<file path="src/rtl/nvram_x22_if.sv">
// CPU-side bus of the X2212-class NVRAM controller.
// NVRAM_HOST_PORT_EN adds the host (SD save/load) port into the shadow array.
interface nvram_x22_if #(
    parameter int unsigned DATA_W = 4,
    parameter int unsigned ADDR_W = 8
) ();
    logic              ce_n;
    logic              we_n;
    logic [ADDR_W-1:0] addr;
    logic [DATA_W-1:0] din;
    logic [DATA_W-1:0] dout;
    logic              store_n;
    logic              recall_n;
    logic              busy;
`ifdef NVRAM_HOST_PORT_EN
    logic [ADDR_W-1:0] hs_addr;
    logic [DATA_W-1:0] hs_din;
    logic              hs_we;
    logic [DATA_W-1:0] hs_dout;

    modport master (
        output ce_n, we_n, addr, din, store_n, recall_n, hs_addr, hs_din, hs_we,
        input  dout, busy, hs_dout
    );
    modport slave (
        input  ce_n, we_n, addr, din, store_n, recall_n, hs_addr, hs_din, hs_we,
        output dout, busy, hs_dout
    );
`else
    modport master (
        output ce_n, we_n, addr, din, store_n, recall_n,
        input  dout, busy
    );
    modport slave (
        input  ce_n, we_n, addr, din, store_n, recall_n,
        output dout, busy
    );
`endif
endinterface

</file>
<file path="src/rtl/nvram_x22_ctrl.sv">
// X2212-class NVRAM: volatile working array plus shadow array with STORE/RECALL sequences.
// Optional macro NVRAM_HOST_PORT_EN exposes a host port onto the shadow array.
module nvram_x22_ctrl #(
    parameter int unsigned DATA_W      = 4,
    parameter int unsigned ADDR_W      = 8,
    parameter int unsigned STORE_DLY   = 16,
    parameter bit          AUTO_RECALL = 1'b1
) (
    input logic       clk,
    input logic       rst_n,
    nvram_x22_if.slave bus
);
    localparam int unsigned DEPTH = 2 ** ADDR_W;
    localparam logic [ADDR_W:0] K_LAST = (ADDR_W + 1)'(DEPTH);
    localparam logic [ADDR_W:0] K_ONE  = (ADDR_W + 1)'(1);

    typedef enum logic [1:0] {StIdle, StStoreCopy, StStoreWait, StRecallCopy} state_e;

    logic [DATA_W-1:0] working [DEPTH];
    logic [DATA_W-1:0] shadow  [DEPTH];

    state_e            state_q;
    logic [ADDR_W:0]   k_q;
    logic [15:0]       wait_q;
    logic [DATA_W-1:0] pipe_q;
    logic              store_q;
    logic              recall_q;
    logic              boot_q;
    logic              busy_q;
    logic [DATA_W-1:0] dout_q;
`ifdef NVRAM_HOST_PORT_EN
    logic [DATA_W-1:0] hs_dout_q;
`endif

    logic              store_req;
    logic              recall_req;
    logic              idle;
    logic [ADDR_W-1:0] rd_idx;
    logic [ADDR_W-1:0] wr_idx;

    assign store_req  = store_q & ~bus.store_n;
    assign recall_req = recall_q & ~bus.recall_n;
    // The pending auto-recall cycle counts as not idle so no CPU access slips in first.
    assign idle       = (state_q == StIdle) && !boot_q;
    assign rd_idx     = k_q[ADDR_W-1:0];
    assign wr_idx     = ADDR_W'(k_q - K_ONE);

    // Arrays are not reset; contents survive reset and partial sequences.
    always_ff @(posedge clk) begin
        if (state_q == StRecallCopy && k_q != '0) begin
            working[wr_idx] <= pipe_q;
        end else if (idle && !bus.ce_n && !bus.we_n) begin
            working[bus.addr] <= bus.din;
        end
        if (state_q == StStoreCopy && k_q != '0) begin
            shadow[wr_idx] <= pipe_q;
`ifdef NVRAM_HOST_PORT_EN
        end else if (idle && bus.hs_we) begin
            shadow[bus.hs_addr] <= bus.hs_din;
`endif
        end
    end

    always_ff @(posedge clk or negedge rst_n) begin
        if (!rst_n) begin
            state_q   <= StIdle;
            k_q       <= '0;
            wait_q    <= '0;
            pipe_q    <= '0;
            store_q   <= 1'b1;
            recall_q  <= 1'b1;
            boot_q    <= AUTO_RECALL;
            busy_q    <= 1'b0;
            dout_q    <= '0;
`ifdef NVRAM_HOST_PORT_EN
            hs_dout_q <= '0;
`endif
        end else begin
            store_q  <= bus.store_n;
            recall_q <= bus.recall_n;
`ifdef NVRAM_HOST_PORT_EN
            if (idle) begin
                hs_dout_q <= shadow[bus.hs_addr];
            end
`endif
            unique case (state_q)
                StIdle: begin
                    k_q <= '0;
                    if (!boot_q && !bus.ce_n && bus.we_n) begin
                        dout_q <= working[bus.addr];
                    end
                    if (boot_q) begin
                        boot_q  <= 1'b0;
                        state_q <= StRecallCopy;
                        busy_q  <= 1'b1;
                    end else if (store_req) begin
                        // Store wins a simultaneous request; the recall is dropped.
                        state_q <= StStoreCopy;
                        busy_q  <= 1'b1;
                    end else if (recall_req) begin
                        state_q <= StRecallCopy;
                        busy_q  <= 1'b1;
                    end
                end
                StStoreCopy: begin
                    pipe_q <= working[rd_idx];
                    if (k_q == K_LAST) begin
                        state_q <= StStoreWait;
                        wait_q  <= 16'(STORE_DLY - 1);
                        k_q     <= '0;
                    end else begin
                        k_q <= k_q + K_ONE;
                    end
                end
                StStoreWait: begin
                    if (wait_q == '0) begin
                        state_q <= StIdle;
                        busy_q  <= 1'b0;
                    end else begin
                        wait_q <= wait_q - 16'd1;
                    end
                end
                StRecallCopy: begin
                    pipe_q <= shadow[rd_idx];
                    if (k_q == K_LAST) begin
                        state_q <= StIdle;
                        busy_q  <= 1'b0;
                        k_q     <= '0;
                    end else begin
                        k_q <= k_q + K_ONE;
                    end
                end
                default: begin
                    state_q <= StIdle;
                    busy_q  <= 1'b0;
                end
            endcase
        end
    end

    assign bus.dout    = dout_q;
    assign bus.busy    = busy_q;
`ifdef NVRAM_HOST_PORT_EN
    assign bus.hs_dout = hs_dout_q;
`endif
endmodule

</file>
<file path="src/flat_wrapper.sv">
// flat-port wrapper written by rule: the top's interface ports become plain ports
module nvram_x22_ctrl_flat 
#(
    parameter int unsigned DATA_W      = 4,
    parameter int unsigned ADDR_W      = 8,
    parameter int unsigned STORE_DLY   = 16,
    parameter bit          AUTO_RECALL = 1'b1
)
  (clk, rst_n, bus_ce_n, bus_we_n, bus_addr, bus_din, bus_store_n, bus_recall_n, bus_dout, bus_busy);
  nvram_x22_if #(.DATA_W(DATA_W), .ADDR_W(ADDR_W)) bus_i ();
  input logic clk;
  input logic rst_n;
  input wire logic [$bits(bus_i.ce_n)-1:0] bus_ce_n;
  input wire logic [$bits(bus_i.we_n)-1:0] bus_we_n;
  input wire logic [$bits(bus_i.addr)-1:0] bus_addr;
  input wire logic [$bits(bus_i.din)-1:0] bus_din;
  input wire logic [$bits(bus_i.store_n)-1:0] bus_store_n;
  input wire logic [$bits(bus_i.recall_n)-1:0] bus_recall_n;
  output wire logic [$bits(bus_i.dout)-1:0] bus_dout;
  output wire logic [$bits(bus_i.busy)-1:0] bus_busy;
  assign bus_i.ce_n = bus_ce_n;
  assign bus_i.we_n = bus_we_n;
  assign bus_i.addr = bus_addr;
  assign bus_i.din = bus_din;
  assign bus_i.store_n = bus_store_n;
  assign bus_i.recall_n = bus_recall_n;
  assign bus_dout = bus_i.dout;
  assign bus_busy = bus_i.busy;
  nvram_x22_ctrl #(.DATA_W(DATA_W), .ADDR_W(ADDR_W), .STORE_DLY(STORE_DLY), .AUTO_RECALL(AUTO_RECALL)) u_core (.clk(clk), .rst_n(rst_n), .bus(bus_i));
endmodule
</file>
<file path="config.mk">
export PLATFORM = sky130hd
export DESIGN_NAME = nvram_x22_ctrl_flat
export DESIGN_NICKNAME = d
export VERILOG_FILES = /design/src/rtl/nvram_x22_if.sv /design/src/rtl/nvram_x22_ctrl.sv /design/src/flat_wrapper.sv
export SDC_FILE = /design/constraint.sdc
export NUM_CORES = 2
export LEC_CHECK = 0
export ABC_AREA = 1
export BUFFER_PORTS_ARGS = -buffer_cell sky130_fd_sc_hd__buf_2
export CAP_MARGIN = 20
export CORE_AREA = 2 2 573 575
export CTS_BUF_LIST = sky130_fd_sc_hd__clkbuf_16
export DETAILED_ROUTE_END_ITERATION = 7
export DIE_AREA = 0 0 575 577
export MAX_ROUTING_LAYER = met4
export PLACE_DENSITY = 0.51
export SYNTH_ARGS = -nofsm -noshare
export SYNTH_HDL_FRONTEND = slang
export SYNTH_SLANG_ARGS = --single-unit
</file>
<file path="constraint.sdc">
create_clock -name clk -period 8.5 [get_ports clk]
set_input_delay 1.7 -clock clk [delete_from_list [all_inputs] [get_ports clk]]
set_output_delay 1.7 -clock clk [all_outputs]
set_load 0.02 [all_outputs]
</file>
==> flow_metrics.env <==
export IMPL_status="finished with violations"
export IMPL_violations="DRC"
export IMPL_ys_warn_count=0
export IMPL_crit_path_frequent_cell="nor2_1"
export IMPL_postCtsSetupRepairBufs=0
export IMPL_rsz0062_at_grt="false"
export IMPL_die_area_sq_um=332000
export IMPL_drt_iter0_markers=9576
export IMPL_dp_hpwl_um=189000
export IMPL_power_switching_mw=4.54
export IMPL_ys_seq_area_share_pct=64.1
export IMPL_total_leakage_power_nw=39.5
export IMPL_cts_buffers=220
export IMPL_yosysUniqueCellTypes=47
export IMPL_core_area_sq_um=326000
export IMPL_synth_nets=10300
export IMPL_ctsResizeCount=0
export IMPL_max_stage_delay_ns=0.91
export IMPL_worstPathRequired_ns=9.02
export IMPL_reg2reg_slack_ns=3.53
export IMPL_cap_violations=0
export IMPL_ir_worst_vdd_mv=0.171
export IMPL_die_height_um=577
export IMPL_reg2reg_depth=8
export IMPL_drc=1
export IMPL_grt_start_max_net_pins=221
export IMPL_async_flop_share_pct=1.87
export IMPL_grt_pass1_wl_um=489000
export IMPL_syn_inst=10200
export IMPL_ioPinCount=23
export IMPL_worstHoldStart="u_core.wait_q[0]$_DFFE_PN0P_"
export IMPL_switching_share_pct=21.0
export IMPL_ctsRootBufferMaster="clkbuf_16"
export IMPL_firstDrtPassIters=8
export IMPL_grt_total_usage_pct=20.2
export IMPL_numPortBuffers=22
export IMPL_fin_crit_ns=4.97
export IMPL_drt_wl_total_um=336000
export IMPL_cts_tree="built"
export IMPL_crit_buf_inv=2
export IMPL_tightest_slew_ns=1.21
export IMPL_synth_area_sq_um=97400
export IMPL_post_route_period_util_pct=58.5
export IMPL_synth_seq_cells=2087
export IMPL_hp_class="reg -> reg"
export IMPL_timing_rr_end="u_core.shadow[8][3]$_DFFE_PP_"
export IMPL_antenna_found_initial=14
export IMPL_p_seq_share_pct=51.6
export IMPL_critPathSlowestCell="dfrtp_2"
export IMPL_drive_gt1_share_pct=5.98
export IMPL_setup_viol=0
export IMPL_nets=9924
export IMPL_layout_cells_non_filler=14400
export IMPL_grt_ovfl_total=0
export IMPL_vias=75400
export IMPL_hold_buffers=0
export IMPL_area_growth_pct=11.6
export IMPL_synth_top_area_share_pct=63.1
export IMPL_hold_viol=0
export IMPL_num_rows=210
export IMPL_yosys_most_used_dff="edfxtp_1"
export IMPL_grt_pass1_vias=72700
export IMPL_clock_latency_ns=0.92
export IMPL_yosys_area_top_type="edfxtp_1"
export IMPL_relSlewSlack_pct=19.6
export IMPL_rr_startpoint="u_core.k_q[5]$_DFFE_PN0P_"
export IMPL_startpoint_type="register"
export IMPL_cp_arrival_ns=5.50
export IMPL_hold_end="u_core.wait_q[0]$_DFFE_PN0P_"
export IMPL_cp_top_family="simple AND/OR/NAND/NOR gates"
export IMPL_final_setup_tns_ns=0
export IMPL_p_comb_share_pct=2.4
export IMPL_vias_per_cell=5.23
export IMPL_max_clock_path_buffers=4
export IMPL_power_per_cell_area_nw_per_um2=198
export IMPL_synth_most_common_cell="nand2_1"
export IMPL_slew_viol_final=0
export IMPL_fill_cells=33100
export IMPL_cts_max_level=4
export IMPL_die_w_um=575
export IMPL_power_share_clock_pct=46.1
export IMPL_crit_fanout=22
export IMPL_avgSynthCellArea_sq_um=9.52
export IMPL_fin_worst_skew_ns=0.0615
export IMPL_crit_type="reg -> reg"
export IMPL_synthTopCellsByCount="nand2_1 (3746), edfxtp_1 (2048), nand3_1 (2018), nor2_1 (813), clkbuf_1 (417)"
export IMPL_place_inst=14000
export IMPL_end_kind="register"
export IMPL_synth_area_top_cells="edfxtp_1 (63%), nand2_1 (14%), nand3_1 (10%)"
export IMPL_cp_cell_sequence="buf_4 > nor2_1 > nand3_1 > xor2_1 > inv_1 > nor2_1 > nand2_1 > nor2_1"
export IMPL_intPower_mw=17.0
export IMPL_synth_edff_count=2048
export IMPL_hold_depth=1
export IMPL_cts_sinks=2087
export IMPL_antenna_left=0
export IMPL_total_power_mw=21.6
export IMPL_clk_pin_slew_ns=0.06
export IMPL_fmax_mhz=201
export IMPL_start_util_pct=29.9
export IMPL_gp_congestion=0.892
export IMPL_wl_per_cell_um=23.3
-- placed cells by master (no fill, tap or decap), types with 49 or more instances in the layout --
| cell | n |
|---|---|
| nand3_1 | 2005 |
| clkbuf_16 | 221 |
| o21ai_0 | 183 |
| edfxtp_1 | 2048 |
| nor2_1 | 809 |
| nand2_1 | 3741 |
| clkinv_1 | 49 |
| a21oi_1 | 242 |
| inv_1 | 227 |
| buf_4 | 114 |
-- layout make-up --
type | instances | area, sq um | area share (%)
Multi-Input combinational cell | 7210 | 31200 | 28.7
Clock buffer | 221 | 5530 | 5.09
Clock inverter | 174 | 1770 | 1.62
Sequential cell | 2087 | 62500 | 57.5
Antenna cell | 4 | 10.0 | 0.00920
Tap cell | 4346 | 5440 | 5.00
Timing Repair Buffer | 154 | 1380 | 1.27
Inverter | 225 | 907 | 0.834
-- registers in the layout, summed over array words and instances, names as in the netlist --
signal,count
u_core.bus.busy,1
u_core.pipe_q,4
u_core.state_q,2
u_core.bus.dout,4
u_core.shadow,1024
u_core.working,1024
u_core.boot_q,1
u_core.k_q,9
u_core.store_q,1
u_core.wait_q,16
u_core.recall_q,1
-- power by group through the flow --
stage | sequential [mW] | clock (mW) | combinational, mW
6_report | 11.1 | 9.94 | 0.517
5_1_grt | 11.1 | 10.5 | 0.551
4_1_cts | 11.1 | 10.1 | 0.504
3_5_place_dp | 11.3 | 0 | 0.503
3_3_place_gp | 11.3 | 0 | 0.507
2_1_floorplan | 11.3 | 0 | 0.312
-- routing by layer --
layer / global-route usage, % / wire length [um] / vias to the layer above
met4: 7.45 / 13300 / 0
met2: 31.6 / 154000 / 3616
met3: 2.98 / 27500 / 690
met5: - / 0 / -
met1: 26.7 / 142000 / 36900
li1: - / - / 34200
-- worst register-to-register path, stage by stage (launching register included) --
cell and delay (ns):
dfrtp_2 0.91, buf_4 0.56, nor2_1 0.21, nand3_1 0.14, xor2_1 0.32, inv_1 0.28, nor2_1 0.87, nand2_1 0.78
nor2_1 0.57
-- how the worst max path moves through the flow --
stage / to / startpoint / cells after the start / slack (ns)
detailed placement: u_core.working[217][1]$_DFFE_PP_ / bus_addr[3] / 8 / 3.18
global placement: u_core.working[47][1]$_DFFE_PP_ / bus_addr[3] / 10 / 3.21
finish: u_core.shadow[8][3]$_DFFE_PP_ / u_core.k_q[5]$_DFFE_PN0P_ / 8 / 3.53
CTS: u_core.shadow[8][3]$_DFFE_PP_ / u_core.k_q[5]$_DFFE_PN0P_ / 8 / 3.61
floorplan: u_core.working[0][0]$_DFFE_PP_ / u_core.pipe_q[0]$_DFFE_PN0P_ / 2 / 1.21
global route: u_core.shadow[8][3]$_DFFE_PP_ / u_core.k_q[0]$_DFFE_PN0P_ / 8 / 3.41
-- cell families after synthesis --
group	count (synthesis)	share of synthesized area [%]
XOR/XNOR	18	0.170
AO/OA/AOI/OAI	523	2.94
AND/OR/NAND/NOR	6661	28.7
buffers and inverters	935	3.96
adder cells (fa/ha/maj)	8	0.103
flip-flops	2087	64.1
-- stage by stage --
step | worst slack (ns) | utilization, % | hold WS [ns] | cell area (sq um)
2_1_floorplan | 1.21 | - | 0.452 | 97400
3_3_place_gp | 3.21 | 31.1 | 0.468 | 101000
3_5_place_dp | 3.18 | 31.1 | 0.487 | 101000
4_1_cts | 3.61 | 33.4 | 0.499 | 109000
5_1_grt | 3.41 | 33.4 | 0.522 | 109000
6_report | 3.53 | 33.4 | 0.495 | 109000
No activity file was read; power rests on OpenSTA's default activity.
